<file path="src/rtl/ads1115_pkg.sv">
// ads1115_pkg: shared definitions for the ADS1115 single-shot sequencer.
//   - I2C engine micro-op encodings
//   - ADS1115 register pointer values and comparator-disable field
//   - FSM state enums for the sequencer and the op issuer
//   - cfg_word(): builds the 16-bit config register value for one conversion
package ads1115_pkg;

  typedef enum logic [1:0] {
    I2cStart = 2'd0,
    I2cStop  = 2'd1,
    I2cRead  = 2'd2,
    I2cWrite = 2'd3
  } i2c_instr_e;

  localparam logic [7:0] PTR_CONV     = 8'h00;
  localparam logic [7:0] PTR_CONFIG   = 8'h01;
  localparam logic [4:0] COMP_DISABLE = 5'b00011;

  // Op list indices with special follow-up behaviour
  localparam logic [3:0] OP_CFG_STOP  = 4'd5;
  localparam logic [3:0] OP_PTR_START = 4'd6;
  localparam logic [3:0] OP_RD_HI     = 4'd12;
  localparam logic [3:0] OP_RD_LO     = 4'd13;
  localparam logic [3:0] OP_LAST      = 4'd14;

  typedef enum logic [2:0] {
    StSettle,
    StIdle,
    StRun,
    StConvWait,
    StDone
  } seq_state_e;

  typedef enum logic [1:0] {
    IssIdle,
    IssIssue,
    IssWait,
    IssRelease
  } iss_state_e;

  // OS=1 starts a conversion, MUX={1,ch} selects single-ended AINch, MODE=1 is single-shot.
  function automatic logic [15:0] cfg_word(input logic [1:0] channel, input logic [2:0] pga,
                                           input logic [2:0] data_rate);
    return {1'b1, 1'b1, channel, pga, 1'b1, data_rate, COMP_DISABLE};
  endfunction

endpackage

</file>
<file path="src/rtl/i2c_op_issuer.sv">
// i2c_op_issuer: runs one I2C engine micro-op per accepted request.
//   ISSUE drives the op with enable=1, WAIT holds it until the engine reports complete,
//   RELEASE drops enable for one cycle so the engine returns to idle. A new request may be
//   accepted in IDLE or directly in RELEASE (back-to-back ops).
// Ports:
//   i_clk, i_reset          clock, async active-high reset
//   i_op_valid              request an op (accepted in IDLE or RELEASE)
//   i_instruction, i_byte   op to issue, latched on acceptance
//   o_op_done               1-cycle pulse in RELEASE
//   o_rx_byte               byte captured when the engine completes
//   o_i2c_*/i_i2c_*         engine interface
module i2c_op_issuer
  import ads1115_pkg::*;
(
  input  logic       i_clk,
  input  logic       i_reset,
  input  logic       i_op_valid,
  input  i2c_instr_e i_instruction,
  input  logic [7:0] i_byte,
  output logic       o_op_done,
  output logic [7:0] o_rx_byte,
  output logic [1:0] o_i2c_instruction,
  output logic       o_i2c_enable,
  output logic [7:0] o_i2c_byte_to_send,
  input  logic [7:0] i_i2c_byte_received,
  input  logic       i_i2c_complete
);

  iss_state_e r_state, w_next;
  i2c_instr_e r_instr;
  logic [7:0] r_byte;
  logic [7:0] r_rx;
  logic       w_accept;

  assign w_accept = i_op_valid && ((r_state == IssIdle) || (r_state == IssRelease));

  always_ff @(posedge i_clk or posedge i_reset) begin
    if (i_reset) r_state <= IssIdle;
    else         r_state <= w_next;
  end

  // complete is never sampled in ISSUE: it is still high from the previous op there.
  always_comb begin
    w_next = r_state;
    case (r_state)
      IssIdle:    if (i_op_valid) w_next = IssIssue;
      IssIssue:   w_next = IssWait;
      IssWait:    if (i_i2c_complete) w_next = IssRelease;
      IssRelease: w_next = i_op_valid ? IssIssue : IssIdle;
      default:    w_next = IssIdle;
    endcase
  end

  always_comb begin
    o_i2c_enable = (r_state == IssIssue) || (r_state == IssWait);
    o_op_done    = (r_state == IssRelease);
  end

  always_ff @(posedge i_clk or posedge i_reset) begin
    if (i_reset) begin
      r_instr <= I2cStop;
      r_byte  <= 8'h00;
      r_rx    <= 8'h00;
    end else begin
      if (w_accept) begin
        r_instr <= i_instruction;
        r_byte  <= i_byte;
      end
      if ((r_state == IssWait) && i_i2c_complete) r_rx <= i_i2c_byte_received;
    end
  end

  assign o_i2c_instruction  = r_instr;
  assign o_i2c_byte_to_send = r_byte;
  assign o_rx_byte          = r_rx;

endmodule

</file>
<file path="src/rtl/ads1115_sequencer.sv">
// ads1115_sequencer: one ADS1115 single-shot conversion per accepted start.
//   Writes the config register, waits out the conversion, points at the conversion register,
//   reads two bytes and presents them as a 16-bit sample.
// Ports:
//   i_clk, i_reset           clock, async active-high reset
//   i_start, i_channel       conversion request (only while idle), AIN0..3 select
//   o_busy                   high from acceptance (or reset) until the sample is presented
//   o_sample, o_sample_valid last result, 1-cycle valid pulse on update
//   o_i2c_*/i_i2c_*          byte-level I2C engine interface
module ads1115_sequencer
  import ads1115_pkg::*;
#(
  parameter logic [6:0]  I2C_ADDR         = 7'h48,
  parameter logic [2:0]  PGA              = 3'b001,
  parameter logic [2:0]  DATA_RATE        = 3'b100,
  parameter int unsigned CONV_WAIT_CYCLES = 250000,
  parameter int unsigned SETTLE_CYCLES    = 2048
) (
  input  logic        i_clk,
  input  logic        i_reset,
  input  logic        i_start,
  input  logic [1:0]  i_channel,
  output logic        o_busy,
  output logic [15:0] o_sample,
  output logic        o_sample_valid,
  output logic [1:0]  o_i2c_instruction,
  output logic        o_i2c_enable,
  output logic [7:0]  o_i2c_byte_to_send,
  input  logic [7:0]  i_i2c_byte_received,
  input  logic        i_i2c_complete
);

  localparam logic [17:0] CONV_LAST   = 18'(CONV_WAIT_CYCLES - 1);
  localparam logic [11:0] SETTLE_LAST = 12'(SETTLE_CYCLES - 1);

  seq_state_e  r_state, w_next;
  logic [3:0]  r_op_idx;
  logic [1:0]  r_channel;
  logic [17:0] r_conv_cnt;
  logic [11:0] r_settle_cnt;
  logic [7:0]  r_hi, r_lo;
  logic [15:0] r_sample;

  logic        w_start_ok, w_conv_exp, w_settle_exp, w_op_done, w_op_valid;
  logic [3:0]  w_op_sel;
  logic [15:0] w_cfg;
  i2c_instr_e  w_op_instr;
  logic [7:0]  w_op_byte;
  logic [7:0]  w_rx_byte;

  assign w_start_ok   = (r_state == StIdle) && i_start;
  assign w_conv_exp   = (r_state == StConvWait) && (r_conv_cnt == CONV_LAST);
  assign w_settle_exp = (r_state == StSettle) && (r_settle_cnt == SETTLE_LAST);

  // In RUN a new op is requested in the RELEASE cycle of the previous one, so it is the
  // following entry that must be presented to the issuer.
  assign w_op_sel   = (r_state == StRun) ? r_op_idx + 4'd1 : r_op_idx;
  assign w_op_valid = w_start_ok || w_conv_exp ||
                      ((r_state == StRun) && w_op_done &&
                       (r_op_idx != OP_CFG_STOP) && (r_op_idx != OP_LAST));
  assign w_cfg      = cfg_word(r_channel, PGA, DATA_RATE);

  always_comb begin
    w_op_instr = I2cStop;
    w_op_byte  = 8'h00;
    case (w_op_sel)
      4'd0, 4'd6, 4'd10: w_op_instr = I2cStart;
      4'd1, 4'd7:        begin w_op_instr = I2cWrite; w_op_byte = {I2C_ADDR, 1'b0}; end
      4'd2:              begin w_op_instr = I2cWrite; w_op_byte = PTR_CONFIG;      end
      4'd3:              begin w_op_instr = I2cWrite; w_op_byte = w_cfg[15:8];     end
      4'd4:              begin w_op_instr = I2cWrite; w_op_byte = w_cfg[7:0];      end
      4'd8:              begin w_op_instr = I2cWrite; w_op_byte = PTR_CONV;        end
      4'd11:             begin w_op_instr = I2cWrite; w_op_byte = {I2C_ADDR, 1'b1}; end
      4'd12, 4'd13:      w_op_instr = I2cRead;
      default:           w_op_instr = I2cStop;
    endcase
  end

  always_ff @(posedge i_clk or posedge i_reset) begin
    if (i_reset) r_state <= StSettle;
    else         r_state <= w_next;
  end

  always_comb begin
    w_next = r_state;
    case (r_state)
      StSettle:   if (w_settle_exp) w_next = StIdle;
      StIdle:     if (i_start) w_next = StRun;
      StRun: begin
        if (w_op_done && (r_op_idx == OP_CFG_STOP)) w_next = StConvWait;
        else if (w_op_done && (r_op_idx == OP_LAST)) w_next = StDone;
      end
      StConvWait: if (w_conv_exp) w_next = StRun;
      StDone:     w_next = StIdle;
      default:    w_next = StSettle;
    endcase
  end

  always_comb begin
    o_busy         = !((r_state == StIdle) || (r_state == StDone));
    o_sample_valid = (r_state == StDone);
  end

  always_ff @(posedge i_clk or posedge i_reset) begin
    if (i_reset) begin
      r_op_idx     <= 4'd0;
      r_channel    <= 2'd0;
      r_conv_cnt   <= 18'd0;
      r_settle_cnt <= 12'd0;
      r_hi         <= 8'h00;
      r_lo         <= 8'h00;
      r_sample     <= 16'h0000;
    end else begin
      r_settle_cnt <= ((r_state == StSettle) && !w_settle_exp) ? r_settle_cnt + 12'd1 : 12'd0;
      r_conv_cnt   <= ((r_state == StConvWait) && !w_conv_exp) ? r_conv_cnt + 18'd1 : 18'd0;
      if (w_start_ok) r_channel <= i_channel;

      if (w_op_valid) r_op_idx <= w_op_sel;
      else if ((r_state == StRun) && w_op_done && (r_op_idx == OP_CFG_STOP))
        r_op_idx <= OP_PTR_START;
      else if (r_state == StDone) r_op_idx <= 4'd0;

      if ((r_state == StRun) && w_op_done) begin
        if (r_op_idx == OP_RD_HI) r_hi <= w_rx_byte;
        if (r_op_idx == OP_RD_LO) r_lo <= w_rx_byte;
        if (r_op_idx == OP_LAST)  r_sample <= {r_hi, r_lo};
      end
    end
  end

  assign o_sample = r_sample;

  i2c_op_issuer u_issuer (
    .i_clk               (i_clk),
    .i_reset             (i_reset),
    .i_op_valid          (w_op_valid),
    .i_instruction       (w_op_instr),
    .i_byte              (w_op_byte),
    .o_op_done           (w_op_done),
    .o_rx_byte           (w_rx_byte),
    .o_i2c_instruction   (o_i2c_instruction),
    .o_i2c_enable        (o_i2c_enable),
    .o_i2c_byte_to_send  (o_i2c_byte_to_send),
    .i_i2c_byte_received (i_i2c_byte_received),
    .i_i2c_complete      (i_i2c_complete)
  );

endmodule

</file>
<file path="config.mk">
export PLATFORM = sky130hd
export DESIGN_NAME = ads1115_sequencer
export DESIGN_NICKNAME = d
export VERILOG_FILES = /design/src/rtl/ads1115_pkg.sv /design/src/rtl/i2c_op_issuer.sv /design/src/rtl/ads1115_sequencer.sv
export SDC_FILE = /design/constraint.sdc
export NUM_CORES = 1
export LEC_CHECK = 0
export BUFFER_PORTS_ARGS = -buffer_cell sky130_fd_sc_hd__buf_2
export CAP_MARGIN = 20
export CORE_MARGIN = 1.5
export CORE_UTILIZATION = 35
export CTS_BUF_LIST = sky130_fd_sc_hd__clkbuf_2 sky130_fd_sc_hd__clkbuf_4 sky130_fd_sc_hd__clkbuf_8
export CTS_CLUSTER_DIAMETER = 40
export DETAILED_ROUTE_END_ITERATION = 16
export GPL_TIMING_DRIVEN = 0
export PLACE_DENSITY = 0.58
export SLEW_MARGIN = 20
export SYNTH_ARGS = -nofsm -noshare
export SYNTH_HDL_FRONTEND = slang
export SYNTH_SLANG_ARGS = --single-unit
</file>
<file path="constraint.sdc">
create_clock -name i_clk -period 6.95 [get_ports i_clk]
set_input_delay 1.7375 -clock i_clk [delete_from_list [all_inputs] [get_ports i_clk]]
set_output_delay 1.7375 -clock i_clk [all_outputs]
set_load 0.1 [all_outputs]
</file>
[Word-level counts from Yosys, hierarchy flattened]
Cells that the tools add are included.
Word-level totals
  bits in registers: 91
  logic and storage cells: 99
  bits in latches: 0
  ROM bits: 0
  RAM bits: 0
  output and inout port bits: 29
  memories: 0
  bits of input ports: 14
Cells by class
  shifts and indexed selects: 0
  add/sub/neg operators: 3
  muxes and demuxes: 18
  $lt $le $gt $ge: 0
  bitwise gates (word level): 0
  div/mod/pow operators: 0
  eq/ne operators: 32
  multiply operators: 0
  reduce and logical (&&, ||, !) cells: 34
Operators with widths (number)
  $pmux W8 S5: 1
  $eq A4 B4 Y1 const B: 8
  $add A18 B1 Y18 const B: 1
  $eq A18 B18 Y1 const B: 1
  $mux W18: 1
  $eq A4 B3 Y1 const B: 4
  $mux W4: 4
  $mux W3: 5
  $pmux W3 S5: 1
  $logic_and A1 B1 Y1: 13
  $add A12 B1 Y12 const B: 1
  $eq A12 B11 Y1 const B: 1
  $mux W12: 1
  $eq A4 B2 Y1 const B: 2
  $ne A2 B2 Y1 const B: 4
  $pmux W2 S4: 1
  $reduce_and A2 Y1: 4
  $reduce_or A7 Y1: 1
  $eq A3 B2 Y1 const B: 2
  $pmux W2 S3: 1
  $logic_or A1 B1 Y1: 5
  $add A4 B1 Y4 const B: 1
  $eq A2 B2 Y1 const B: 2
  $eq A4 B1 Y1 const B: 1
  17 further kinds: 21

[Depth between registers and ports, before layout]
  depth in word-level cells: 7
  gate-level depth with buffers: 9
  gate-level depth less buffers: 7

[Cells and area by module]
Synthesis repeated with hierarchy kept, for this count alone.
Second synthesis, totals
  cell total of the unflattened synthesis: 367
  area total of the unflattened synthesis: 4342.9 µm²
By module, submodules not included
  ads1115_sequencer: times used 1, sequential area each 1776.7 µm², cells each 311, area each 3444.6 µm²
  i2c_op_issuer: times used 1, sequential area each 501.7 µm², cells each 56, area each 898.4 µm²

[Worst setup path after synthesis]
No wires, ideal clock.
  path type: input to register
  start point: in i_start
  end point: reg u_issuer.r_state[1]
  data required time: 6.822 ns
  cell stages on the path: 6
  buffers on the path: 1
  setup slack: 3.748 ns
  library setup time: 0.128 ns
  arrival: 3.074 ns
  cell sequence: and4bb_2 -> o32ai_1 -> o31a_1 -> clkbuf_1 -> o2bb2ai_1 -> mux2_1
On the way
  cells in the longest elaborated chain, start to end: 5
RTL lines
  from (decl): RTL line ads1115_sequencer.sv:21  | input logic i_start,
  $logic_and A1 B1 Y1: RTL line ads1115_sequencer.sv:51  | assign w_start_ok = (r_state == StIdle) && i_start;
  $logic_or A1 B1 Y1 (2 in a row): RTL line ads1115_sequencer.sv:58  | assign w_op_valid = w_start_ok || w_conv_exp ||
  $ne A2 B1 Y1 (no source line)
  $reduce_and A2 Y1 (no source line)
  to (signal assigned): RTL line i2c_op_issuer.sv:38  | if (i_reset) r_state <= IssIdle;
  to (signal assigned): RTL line i2c_op_issuer.sv:39  | else r_state <= w_next;
  to (decl): RTL line i2c_op_issuer.sv:29  | iss_state_e r_state, w_next;
Every way passes these cells.
A chain may end at the register's enable or synchronous reset.

[Worst setup path after layout]
  start point: reg r_state[0]
  end point: out o_sample_valid
On the way
  cells in the longest elaborated chain, start to end: 1
RTL lines
  from (decl): RTL line ads1115_sequencer.sv:36  | seq_state_e r_state, w_next;
  from (signal assigned): RTL line ads1115_sequencer.sv:80  | if (i_reset) r_state <= StSettle;
  from (signal assigned): RTL line ads1115_sequencer.sv:81  | else r_state <= w_next;
  $eq A3 B3 Y1: RTL line ads1115_sequencer.sv:101  | o_sample_valid = (r_state == StDone);
  to (decl): RTL line ads1115_sequencer.sv:25  | output logic o_sample_valid,
Every way passes these cells.

==> impl_metrics.env <==
export IMPL_dp_hpwl_um=5920
export IMPL_mostFrequentLayoutCell="dfrtp_1"
export IMPL_drc_errors=0
export IMPL_worstPathArrival_ns=1.76
export IMPL_p_per_area_mw_per_mm2=476
export IMPL_tns_ns=0
export IMPL_synth_seq_cells=89
export IMPL_grt_pass1_wl_um=14300
export IMPL_cap_violations=0
export IMPL_use_met3_pct=4.73
export IMPL_hold_buffers=0
export IMPL_syn_inst=386
export IMPL_ioPinCount=43
export IMPL_met2_usage_pct=22.6
export IMPL_final_cell_mix="dfrtp_1 (88), buf_2 (44), mux2_2 (43), nor2_1 (41), xnor2_1 (21)"
export IMPL_cts_buffers=9
export IMPL_required_ns=5.21
export IMPL_dieArea_mm2=0.0129
export IMPL_fillCellCount=1197
export IMPL_period_needed_ns=3.50
export IMPL_drive_above_1_share_pct=25.9
export IMPL_drt_pre_antenna_iters=4
export IMPL_clk_pin_slew_ns=0.09
export IMPL_worstRegToRegCells=9
export IMPL_status="completed"
export IMPL_slew_viol_final=0
export IMPL_period_share_pct=50.4
export IMPL_met1_usage_pct=17.7
export IMPL_async_reset_ff_share_pct=100
export IMPL_fp_dieW_um=114
export IMPL_vias=3043
export IMPL_hold_violations=0
export IMPL_synthFlopType="dfrtp_1"
export IMPL_grt_max_degree=52
export IMPL_insertion_delay_ns=0.36
export IMPL_worst_path_max_fanout=10
export IMPL_syn2layout_area_growth_pct=14.5
export IMPL_gp_congestion=0.848
export IMPL_top_usage_layer="met2"
export IMPL_hold_ws_ns=0.457
export IMPL_ctsLongestPathBuffers=2
export IMPL_rsz0062_at_grt="no"
export IMPL_start_util_pct=35.8
export IMPL_relSlewSlack_pct=49.5
export IMPL_synth_enable_flop_cells=0
export IMPL_avgSynthCellArea_um2=11.1
export IMPL_diodes=0
export IMPL_seq_area_frac_synth_pct=51.9
export IMPL_yosysUniqueCellTypes=57
export IMPL_worst_pin_slew_ns=0.752
export IMPL_portBuffers=40
export IMPL_routed_wl_um=8430
export IMPL_antenna_found_initial=0
export IMPL_syn_area_mm2=0.00430
export IMPL_final_setup_viol_count=0
export IMPL_hold_path_class="reg2reg"
export IMPL_skew_ns=0.00849
export IMPL_wl_per_cell_um=14.3
export IMPL_fmax_mhz=286
export IMPL_yosysWarnings=0
export IMPL_vdd_drop_max_v=0.000322
export IMPL_core_area_mm2=0.0120
export IMPL_grt_ovfl_total=0
export IMPL_grt_pass1_vias=3020
export IMPL_ant_nets=0
export IMPL_htreeDepth=3
export IMPL_num_rows=40
export IMPL_endpoint_kind="primary output"
export IMPL_worstSetupPathType="reg2out"
export IMPL_cts_tree="built"
export IMPL_cts_root_buf="clkbuf_8"
export IMPL_power_leakage_uw=0.00224
export IMPL_final_nets=463
export IMPL_hold_depth=1
export IMPL_cts_resized=0
export IMPL_clock_sinks=89
export IMPL_viasPerCell=5.15
export IMPL_grt_usage_pct=14.0
export IMPL_die_y_um=114
export IMPL_worst_setup_path_start_kind="flop"
export IMPL_cts_setup_buffers=0
export IMPL_drt_first_iter_violations=99
-- path summary, 6_finish.rpt --
path / slack, ns / start / end
max in group asynchronous: 4.93 / i_reset / u_issuer.o_i2c_byte_to_send[7]
max reg2reg: 4.17 / r_op_idx[0] / u_issuer.r_state[1]
min reg2reg: 0.46 / r_conv_cnt[0] / r_conv_cnt[0]
min in group asynchronous: 1.41 / i_reset / r_conv_cnt[12]
min: 0.46 / r_conv_cnt[0] / r_conv_cnt[0]
max: 3.45 / r_state[0] / o_sample_valid
-- registers in the layout, summed over array words and instances (netlist names) --
register	count
o_sample	16
r_channel	2
r_conv_cnt	18
r_hi	8
r_lo	8
r_op_idx	4
r_settle_cnt	12
r_state	3
u_issuer.o_i2c_byte_to_send	6
u_issuer.o_i2c_instruction	2
u_issuer.o_rx_byte	8
u_issuer.r_state	2
-- metrics by stage --
| step | utilization [%] | instances | power, µW | cell area, µm² | setup WS (ns) |
|---|---|---|---|---|---|
| global placement | 39.0 | 574 | 1960 | 4680 | 1.87 |
| detailed placement | 39.2 | 575 | 1990 | 4710 | 3.34 |
| floorplan | - | 387 | 1760 | 4300 | 2.91 |
| global route | 41.0 | 591 | 2480 | 4920 | 3.35 |
| CTS | 41.0 | 591 | 2370 | 4920 | 3.45 |
| finish | 41.0 | 591 | 2340 | 4920 | 3.45 |
-- power by group --
| part | leakage (µW) | total (µW) | switching (µW) | internal [µW] |
|---|---|---|---|---|
| Sequential | 0.00117 | 771 | 94.0 | 677 |
| Combinational | 0.000963 | 1200 | 874 | 329 |
| Clock | 0.000102 | 369 | 194 | 175 |
-- cell usage after synthesis, drive strengths merged, types with 2 or more instances --
master / instances / area [µm²]
dfrtp: 88 / 2200
mux2: 44 / 495
nor2: 41 / 154
xnor2: 21 / 184
nand2: 18 / 67.6
inv: 16 / 60.1
nand3: 16 / 80.1
o21ai: 14 / 70.1
nor3: 11 / 60.1
clkbuf: 10 / 37.5
ha: 10 / 125
buf: 9 / 53.8
a21oi: 8 / 40.0
xor2: 8 / 70.1
nand4: 7 / 43.8
or3: 6 / 37.5
a21o: 3 / 22.5
and4: 3 / 26.3
mux2i: 3 / 30.0
nand2b: 3 / 18.8
nor4: 3 / 18.8
o41ai: 3 / 26.3
a211oi: 2 / 15.0
a22o: 2 / 17.5
a311oi: 2 / 17.5
a31oi: 2 / 12.5
and2: 2 / 12.5
and4bb: 2 / 25.0
nand3b: 2 / 15.0
o2111ai: 2 / 17.5
o211ai: 2 / 15.0
o311a: 2 / 20.0
o31a: 2 / 17.5
o31ai: 2 / 20.0
or2: 2 / 12.5
or4: 2 / 15.0
-- worst max-delay path: stages, from the launching register on --
cell and delay [ns]:
dfrtp_1 0.41, buf_2 0.20, nor2_1 0.12, nand2_1 0.14, inv_1 0.11, buf_2 0.42
-- cell type report --
class	instances	area [µm²]	area share, %
sequential	89	2230	45.3
clock buffer	10	131	2.67
multi-input combinational	263	1920	39.0
tap	147	184	3.74
timing repair buffer	41	228	4.63
clock inverter	6	75.1	1.53
inverter	16	62.6	1.27
buffer	19	91.3	1.86
-- routing by layer --
layer / share of wire, % / up-vias
met5: 0 / -
met4: 0.89 / 0
met3: 4.9 / 10
met2: 48 / 57
met1: 46 / 1501
li1: - / 1475
-- cells by family (layout without fill, tap and decap cells) --
logic type	count (synthesis)	in the layout	share of synthesized area [%]
flip-flops	89	89	51.9
multiplexers	47	47	12.2
buffers and inverters	35	92	3.52
AO/OA/AOI/OAI	50	50	8.13
XOR/XNOR	29	29	5.91
AND/OR/NAND/NOR	125	125	15.3
other	1	2	0.0873
adder cells (fa/ha/maj)	10	10	2.91
Power figures use the tool's default switching activity.
